$ cat src/rtl/segfx_pkg.sv
// Shared constants for the seven-segment effect sequencer: segment bits, mode codes,
// FSM states and per-mode frame counts.
package segfx_pkg;

   localparam int SEG_W   = 7;
   localparam int FRAME_W = 3;
   localparam int DIV_W   = 3;

   localparam logic [SEG_W-1:0] SEG_A = 7'h01;
   localparam logic [SEG_W-1:0] SEG_B = 7'h02;
   localparam logic [SEG_W-1:0] SEG_C = 7'h04;
   localparam logic [SEG_W-1:0] SEG_D = 7'h08;
   localparam logic [SEG_W-1:0] SEG_E = 7'h10;
   localparam logic [SEG_W-1:0] SEG_F = 7'h20;
   localparam logic [SEG_W-1:0] SEG_G = 7'h40;

   localparam logic [1:0] MODE_SPIN  = 2'd0;
   localparam logic [1:0] MODE_CHASE = 2'd1;
   localparam logic [1:0] MODE_FILL  = 2'd2;
   localparam logic [1:0] MODE_BLINK = 2'd3;

   localparam logic [3:0] LEN_SPIN  = 4'd6;
   localparam logic [3:0] LEN_CHASE = 4'd8;
   localparam logic [3:0] LEN_FILL  = 4'd8;
   localparam logic [3:0] LEN_BLINK = 4'd2;

   typedef enum logic [1:0] {
      S_BLANK = 2'd0,
      S_RUN   = 2'd1,
      S_HOLD  = 2'd2
   } state_t;

   // Index of the last frame of a mode; lengths up to 8 need 4 bits, indices only 3.
   function automatic logic [FRAME_W-1:0] last_frame(input logic [1:0] mode);
      logic [3:0] len;
      logic [3:0] len_m1;
      case (mode)
         MODE_SPIN:  len = LEN_SPIN;
         MODE_CHASE: len = LEN_CHASE;
         MODE_FILL:  len = LEN_FILL;
         default:    len = LEN_BLINK;
      endcase
      len_m1 = len - 4'd1;
      return len_m1[FRAME_W-1:0];
   endfunction

endpackage

$ cat src/rtl/segfx_pattern_rom.sv
// Combinational frame table: (mode, frame index) -> {g,f,e,d,c,b,a}.
// Frames past the end of a mode's table read as blank.
module segfx_pattern_rom
   import segfx_pkg::*;
(
   input  logic [1:0]         mode,
   input  logic [FRAME_W-1:0] frame,
   output logic [SEG_W-1:0]   pattern
);

   always_comb begin
      pattern = '0;
      case (mode)
         MODE_SPIN: begin
            case (frame)
               3'd0:    pattern = SEG_A;
               3'd1:    pattern = SEG_B;
               3'd2:    pattern = SEG_C;
               3'd3:    pattern = SEG_D;
               3'd4:    pattern = SEG_E;
               3'd5:    pattern = SEG_F;
               default: pattern = '0;
            endcase
         end
         MODE_CHASE: begin
            // Figure-eight path: the middle bar is crossed twice per lap.
            case (frame)
               3'd0:    pattern = SEG_A;
               3'd1:    pattern = SEG_B;
               3'd2:    pattern = SEG_G;
               3'd3:    pattern = SEG_E;
               3'd4:    pattern = SEG_D;
               3'd5:    pattern = SEG_C;
               3'd6:    pattern = SEG_G;
               default: pattern = SEG_F;
            endcase
         end
         MODE_FILL: begin
            case (frame)
               3'd0:    pattern = SEG_A;
               3'd1:    pattern = SEG_A | SEG_B;
               3'd2:    pattern = SEG_A | SEG_B | SEG_C;
               3'd3:    pattern = SEG_A | SEG_B | SEG_C | SEG_D;
               3'd4:    pattern = SEG_A | SEG_B | SEG_C | SEG_D | SEG_E;
               3'd5:    pattern = SEG_A | SEG_B | SEG_C | SEG_D | SEG_E | SEG_F;
               3'd6:    pattern = SEG_A | SEG_B | SEG_C | SEG_D | SEG_E | SEG_F | SEG_G;
               default: pattern = '0;
            endcase
         end
         default: begin
            case (frame)
               3'd0:    pattern = SEG_A | SEG_B | SEG_C | SEG_D | SEG_E | SEG_F | SEG_G;
               default: pattern = '0;
            endcase
         end
      endcase
   end

endmodule

$ cat src/rtl/segfx_sequencer.sv
// Turns step-count changes into animated seven-segment frames with pause and mode control.
// Define SEGFX_DP_HEARTBEAT_EN to add o_dp, which toggles on every upstream count wrap.
module segfx_sequencer
   import segfx_pkg::*;
#(
   parameter int COUNT_W  = 3,
   parameter int STEP_DIV = 1
) (
   input  logic               i_clk,
   input  logic               i_rst,
   input  logic [COUNT_W-1:0] i_count,
   input  logic [1:0]         i_mode,
   input  logic               i_pause,
   output logic [SEG_W-1:0]   o_segments,
   output logic               o_wrap
`ifdef SEGFX_DP_HEARTBEAT_EN
   ,
   output logic               o_dp
`endif
);

   localparam logic [DIV_W-1:0] DIV_LAST = DIV_W'(STEP_DIV - 1);

   state_t               r_state, state_next;
   logic [FRAME_W-1:0]   r_frame, frame_next;
   logic [DIV_W-1:0]     r_div, div_next;
   logic                 r_wrap, wrap_next;
   logic [COUNT_W-1:0]   r_count_q;
   logic [1:0]           r_mode_q;
   logic                 step, mode_chg, div_en, div_last, advance;
   logic [SEG_W-1:0]     rom_pattern;

   assign step     = (i_count != r_count_q);
   assign mode_chg = (i_mode != r_mode_q);
   // Pause and the hold state both freeze the divider, so steps there are simply lost.
   assign div_en   = step && !i_pause && (r_state != S_HOLD);
   assign div_last = (r_div == DIV_LAST);
   assign advance  = div_en && div_last;

   always_comb begin
      state_next = r_state;
      frame_next = r_frame;
      div_next   = r_div;
      wrap_next  = 1'b0;
      if (mode_chg) begin
         state_next = S_BLANK;
         frame_next = '0;
         div_next   = '0;
      end else begin
         if (div_en) begin
            div_next = div_last ? '0 : r_div + 1'b1;
         end
         case (r_state)
            S_BLANK: begin
               if (advance) begin
                  state_next = S_RUN;
                  frame_next = '0;
               end
            end
            S_RUN: begin
               if (i_pause) begin
                  state_next = S_HOLD;
               end else if (advance) begin
                  if (r_frame == last_frame(r_mode_q)) begin
                     frame_next = '0;
                     wrap_next  = 1'b1;
                  end else begin
                     frame_next = r_frame + 1'b1;
                  end
               end
            end
            S_HOLD: begin
               if (!i_pause) begin
                  state_next = S_RUN;
               end
            end
            default: state_next = S_BLANK;
         endcase
      end
   end

   always_ff @(posedge i_clk) begin
      if (i_rst) begin
         r_state   <= S_BLANK;
         r_frame   <= '0;
         r_div     <= '0;
         r_wrap    <= 1'b0;
         r_count_q <= '0;
         r_mode_q  <= i_mode;
      end else begin
         r_state   <= state_next;
         r_frame   <= frame_next;
         r_div     <= div_next;
         r_wrap    <= wrap_next;
         r_count_q <= i_count;
         r_mode_q  <= i_mode;
      end
   end

   segfx_pattern_rom u_rom (
      .mode    (r_mode_q),
      .frame   (r_frame),
      .pattern (rom_pattern)
   );

   // Display decodes registered state only, so it follows the step edge by one clock.
   assign o_segments = (r_state == S_BLANK) ? '0 : rom_pattern;
   assign o_wrap     = r_wrap;

`ifdef SEGFX_DP_HEARTBEAT_EN
   logic r_dp;
   logic count_wrap;

   assign count_wrap = step && (r_count_q == '1) && (i_count == '0);

   always_ff @(posedge i_clk) begin
      if (i_rst) begin
         r_dp <= 1'b0;
      end else if (count_wrap) begin
         r_dp <= ~r_dp;
      end
   end

   assign o_dp = r_dp;
`endif

endmodule
$ cat config.mk
export PLATFORM = sky130hd
export DESIGN_NAME = segfx_sequencer
export DESIGN_NICKNAME = d
export VERILOG_FILES = /design/src/rtl/segfx_pkg.sv /design/src/rtl/segfx_pattern_rom.sv /design/src/rtl/segfx_sequencer.sv
export SDC_FILE = /design/constraint.sdc
export NUM_CORES = 1
export LEC_CHECK = 0
export ABC_CLOCK_PERIOD_IN_PS = 1300
export CORE_ASPECT_RATIO = 0.9
export CORE_MARGIN = 3
export CORE_UTILIZATION = 47
export DETAILED_ROUTE_END_ITERATION = 16
export GPL_TIMING_DRIVEN = 0
export MAX_ROUTING_LAYER = met4
export PLACE_DENSITY = 0.74
export SLEW_MARGIN = 20
export SYNTH_ARGS = -nofsm -noshare
export SYNTH_HDL_FRONTEND = slang
export SYNTH_HIERARCHICAL = 1
export SYNTH_SLANG_ARGS = --single-unit
export TNS_END_PERCENT = 10
$ cat constraint.sdc
create_clock -name i_clk -period 1.3 [get_ports i_clk]
set_input_delay 0.26 -clock i_clk [delete_from_list [all_inputs] [get_ports i_clk]]
set_output_delay 0.26 -clock i_clk [all_outputs]
set_load 0.01 [all_outputs]
# Word-level counts from Yosys, hierarchy flattened
# Cells that the tools add are included.
[word_totals]
in_bits = 8
out_inout_bits = 8
reg_bits = 14
[op_classes]
reduce_logical = 15
eq_ne = 19
n_bitwise = 2
add_sub_neg = 3
muxes = 22
[ops]
columns = ["operator", "n"]
rows = [
  ["one-hot mux 7 bit (7 select lines)", 1],
  ["one-hot mux 7 bit (6 select lines)", 1],
  ["one-hot mux 6 bit (6 select lines)", 1],
  ["two-way mux 3 bit", 9],
  ["one-hot mux 7 bit (3 select lines)", 1],
  ["two-way mux 7 bit", 2],
  ["!= test 2 bit (second input constant)", 6],
  ["one-hot mux 3 bit (2 select lines)", 2],
  ["== test 3 bit (second input constant)", 3],
  ["adder 3 x 1 -> 3 bit (second input constant)", 2],
  ["== test 3 x 2 -> 1 bit (second input constant)", 2],
  ["logical NOT 3 bit", 2],
  ["two-way mux 2 bit", 3],
  ["one-hot mux 2 bit (3 select lines)", 1],
  ["OR reduction 2 bit", 3],
  ["OR reduction 5 bit", 1],
  ["== test 2 x 1 -> 1 bit (second input constant)", 2],
  ["== test 2 bit (second input constant)", 2],
  ["logical NOT 2 bit", 2],
  ["AND reduction 4 bit", 1],
  ["== test 3 x 1 -> 1 bit (second input constant)", 1],
  ["== test 3 bit", 1],
  ["logical AND 1 bit", 3],
  ["!= test 3 bit", 1],
  ["other kinds (7)", 8],
]

# Longest topological paths before layout
# Gate-level depths: netlist (run 1).
[logic_depth]
word_depth = 14
ltp_mapped = 6

# Cells and area by module
# Netlist (run 1), hierarchy kept.
[by_module_without_submodules]
columns = ["module", "seq_area_each_um2", "area_per_inst_um2", "instances", "cells_each"]
rows = [
  ["segfx_sequencer", 280.3, 715.7, 1, 76],
  ["segfx_pattern_rom", 0.0, 290.3, 1, 44],
]

# Worst setup path after synthesis (run 1)
# No wires, ideal clock.
[synth_timing]
kind = "register -> output"
from = "register r_mode_q[0]"
to = "output o_segments[2]"
n_path_buf = 1
stages_incl_launch_ff = 6
t_arrival_ns = 1.237
path_slack_ns = -0.197
required_time_ns = 1.040
path_cell_list = "dfxtp_1 -> buf_6 -> or3b_1 -> o311a_1 -> a21oi_2 -> nor2b_1"
[synth_via]
elab_chain_cells = 3
elab_cells_between_ends = 5
cone_classes = "2 x eq/ne; 2 x mux; 1 x reduce/logical"
[synth_rtl]
columns = ["item", "line", "text"]
rows = [
  ["start: declaration", "segfx_sequencer.sv:29", "logic [1:0] r_mode_q;"],
  ["start signal: assignment", "segfx_sequencer.sv:89", "r_mode_q <= i_mode;"],
  ["start signal: assignment", "segfx_sequencer.sv:96", "r_mode_q <= i_mode;"],
  ["== test 2 bit, or another cell as far along", "segfx_pattern_rom.sv:13", "case (mode)"],
  ["one-hot mux 7 bit (3 select lines) (*)", "segfx_pattern_rom.sv:13", ""],
  ["via rom_pattern[2]", "segfx_sequencer.sv:31", "logic [SEG_W-1:0] rom_pattern;"],
  ["two-way mux 7 bit (*)", "segfx_sequencer.sv:107", "assign o_segments = (r_state == S_BLANK) ? '0 : rom_pattern;"],
  ["end: declaration", "segfx_sequencer.sv:14", "output logic [SEG_W-1:0] o_segments,"],
]
# The timed path passes the listed nets; every way through them passes the cells marked *.

# Final worst setup path (run 1)
# Ends and elaborated chain as after synthesis.

==> results of run 1 <==
## logic make-up after synthesis
group	after synthesis	synth area share, %
AND/OR/NAND/NOR	61	35.95
AO/OA/AOI/OAI	20	14.68
flip-flops	14	27.86
XOR/XNOR	8	6.964
buffers and inverters	8	4.477
multiplexers	5	5.100
adder cells (fa/ha/maj)	4	4.975
## placed cells by master, fill, tap and decap left out, types with 4 or more instances in the layout
master	synthesis	layout
nor2b_1	14	10
nand3_1	10	7
nor2b_4	0	4
nor2_1	8	5
nand2_1	8	8
dfxtp_1	14	8
buf_2	3	5
mux2i_1	4	4
buf_6	1	5
xor2_1	4	4
buf_4	1	6
dfxtp_4	0	4
## stage by stage
| step | hold WS [ps] | setup slack, ps | std cells |
|---|---|---|---|
| finish | 291.0 | -519.9 | 167 |
| global placement | 473.2 | -751.3 | 160 |
| CTS | 370.8 | -531.1 | 168 |
| detailed placement | 506.1 | -771.0 | 160 |
| floorplan | 287.7 | -142.4 | 120 |
| global route | 305.7 | -589.8 | 167 |
## worst max path at each step
stage | cells past startpoint | startpoint | slack (ps) | to
5_1_grt | 6 | r_mode_q[0]$_DFF_P_ | -590 | o_segments[2]
2_1_floorplan | 6 | r_div[0]$_SDFFE_PP0P_ | -140 | r_frame[0]$_SDFFE_PP0P_
3_5_place_dp | 6 | r_frame[0]$_SDFFE_PP0P_ | -770 | o_segments[5]
6_report | 6 | r_mode_q[0]$_DFF_P_ | -520 | o_segments[2]
4_1_cts | 6 | r_mode_q[0]$_DFF_P_ | -530 | o_segments[2]
3_3_place_gp | 6 | r_frame[0]$_SDFFE_PP0P_ | -750 | o_segments[5]
## per-layer routing
metal | vias up | wire length [µm]
met5 | - | 0
met4 | 0 | 51
met3 | 9 | 102
met2 | 24 | 1158
met1 | 464 | 1064
li1 | 474 | -
## cell type report
type	instances	area (µm²)
clock buffers	3	22.52
multi-input cells	98	823.3
plain buffers	4	41.29
fillers	155	573.1
repair buffers	20	170.2
flip-flops and latches	14	297.8
inverters	3	11.26
well taps	25	31.28
## what timing repair did
action	CTS	global route
setup endpoints to repair	16	16
pin swaps	6	5
resized for setup	58	15
buffers inserted	5	0
cloned	0	0
## worst max-delay path: stages (launching register included)
cell and delay (ps):
dfxtp_2 330, buf_6 120, or3b_1 350, o311a_1 140, a21oi_2 100, nor2b_4 140, buf_6 100
## power breakdown
group | leakage [µW] | internal [µW] | total [µW] | switching (µW)
clock network | 0.0000138 | 107 | 236 | 128
logic | 0.000446 | 98.6 | 186 | 87.7
registers | 0.000118 | 432 | 444 | 12.2
## state kept, by name, indices dropped and copies added (netlist names)
| register | count |
|---|---|
| r_count_q | 3 |
| r_div | 3 |
| r_frame | 3 |
| r_mode_q | 2 |
| r_state | 2 |
| o_wrap | 1 |
==> impl_metrics.env, run 1 <==
export IMPL_synth_distinct_cells=43
export IMPL_slew_headroom_pct=65.32
export IMPL_vdd_ir_max_v=0.0004965
export IMPL_kind_of_end_point_of_the_critical_path="output port"
export IMPL_fin_crit_ps=1820
export IMPL_synth_commonest_cells="14 x dfxtp_1, 14 x nor2b_1, 10 x nand3_1"
export IMPL_status="complete, but fails checks"
export IMPL_r2r_worst_path_cells=6
export IMPL_route_vias_total=971
export IMPL_cts_num_sinks=14
export IMPL_clock_skew_ps=5.510
export IMPL_cellPowerDensity_nw_per_um2=619.6
export IMPL_global_route_usage_met3_pct=5.740
export IMPL_cp_start_kind="flop"
export IMPL_timing_fmax_mhz=549.5
export IMPL_avgRoutedWirePerCell_um=14.23
export IMPL_drt_vias_per_instance=5.814
export IMPL_synth_flop_cell="dfxtp_1"
export IMPL_total_power_uw=865.9
export IMPL_worst_r2r_startpoint="r_mode_q[0]$_DFF_P_"
export IMPL_crit_type="reg2out"
export IMPL_slew_viol_final=0
export IMPL_avgSynthCellArea_um2=8.383
export IMPL_finalWeightedCongestion=0.8455
export IMPL_worstPathArrival_ps=1560
export IMPL_clock_tree_htree_level_count=1
export IMPL_critical_path_peak_fanout=8
export IMPL_netlist_top_cells_area="dfxtp_1 28%, nor2b_1 8.7%, ha_1 5.0%"
export IMPL_initial_standard_cell_utilization_of_the_core_pct=51.05
export IMPL_syn_to_final_growth_pct=38.93
export IMPL_final_hold_viol_count=0
export IMPL_cellLeakagePower_uw=0.0005778
export IMPL_grt_pass1_wl_um=4015
export IMPL_worst_case_register_to_register_setup_slack_ps=-330
export IMPL_worst_slew_pin_slew_ps=519.6
export IMPL_core_rowCount=15
export IMPL_clk_path_buf_depth=2
export IMPL_grt_use_met1_pct=26.79
export IMPL_fin_tns_setup_ps=-4441
export IMPL_detail_route_iter0_violations=16
export IMPL_min_delay_start="i_count[1]"
export IMPL_tritoncts_clock_tree="done"
export IMPL_grt_pass1_vias=914
export IMPL_cts_clk_slew_worst_paths_ps=80
export IMPL_detailed_place_hpwl_um=1642
export IMPL_busiest_layer_in_global_routing="met2"
export IMPL_grt_overflow_total=0
export IMPL_num_antenna_cells=0
export IMPL_netlist_instances=120
export IMPL_synth_top_area_cell="dfxtp_1"
export IMPL_regToRegEndpoint="r_div[2]$_SDFFE_PP0P_"
export IMPL_grt_util_all_layers_pct=20.00
export IMPL_seq_area_frac_synth_pct=27.86
export IMPL_synthesis_yosys_warnings=6
export IMPL_finalWorstSetupSlack_ps=-519.9
export IMPL_seq_cells_post_synth=14
export IMPL_die_area_um2=2732
export IMPL_nets=156
export IMPL_violations_in_the_final_reports="setup timing"
export IMPL_setup_viol=16
export IMPL_pin_count_of_the_biggest_net_entering_global_routing=13
export IMPL_cts_hold_fix_buffers=0
export IMPL_drv_max_cap_violation_count=0
export IMPL_synthesis_area_um2=1006
export IMPL_later_pin_clock_latency_in_the_skew_report_ps=270
export IMPL_final_layout_size_suffix_gt1_share_pct=38.73
export IMPL_global_route_usage_met2_pct=29.53
export IMPL_drt_first_pass_iters=4
export IMPL_core_area_um2=1971
export IMPL_syn_nets=132
export IMPL_utilization_pct=70.92
export IMPL_floorplan_die_height_um=49.89
export IMPL_die_x_um=54.77
export IMPL_placed_area_um2=1210
export IMPL_final_period_utilization_pct=140.0
export IMPL_worstHoldEndpoint="r_count_q[1]$_SDFF_PP0_"
export IMPL_pin_count=16
export IMPL_wirelength_um=2377
export IMPL_hold_path_class="in2reg"
export IMPL_portBuffers=15
export IMPL_numCtsBuffers=3
export IMPL_worst_hold_path_num_cells=2
export IMPL_cp_data_required_time_ps=1040
export IMPL_final_antenna_net_count=0
export IMPL_rsz0062_at_grt="true"
export IMPL_yosysTopAreaCellShare_pct=27.86
export IMPL_drcViolationCount=0
export IMPL_grt_antenna_before_repair=0
export IMPL_synth_edf_count=0
export IMPL_final_cell_area_um2=1398
export IMPL_clock_root_buffer="clkbuf_4"
export IMPL_synthArstFlopShare_pct=0
No activity file was read; power rests on OpenSTA's default activity.
==> run 2, diff against run 1 <==
--- a/config.mk
+++ b/config.mk
@@ -9,6 +9,7 @@
 export CORE_ASPECT_RATIO = 0.9
 export CORE_MARGIN = 3
 export CORE_UTILIZATION = 47
+export CTS_CLUSTER_DIAMETER = 50
 export DETAILED_ROUTE_END_ITERATION = 16
 export GPL_TIMING_DRIVEN = 0
 export MAX_ROUTING_LAYER = met4
==> results of run 2 <==
Final layout, timing and power as in run 1 (identical DEF).
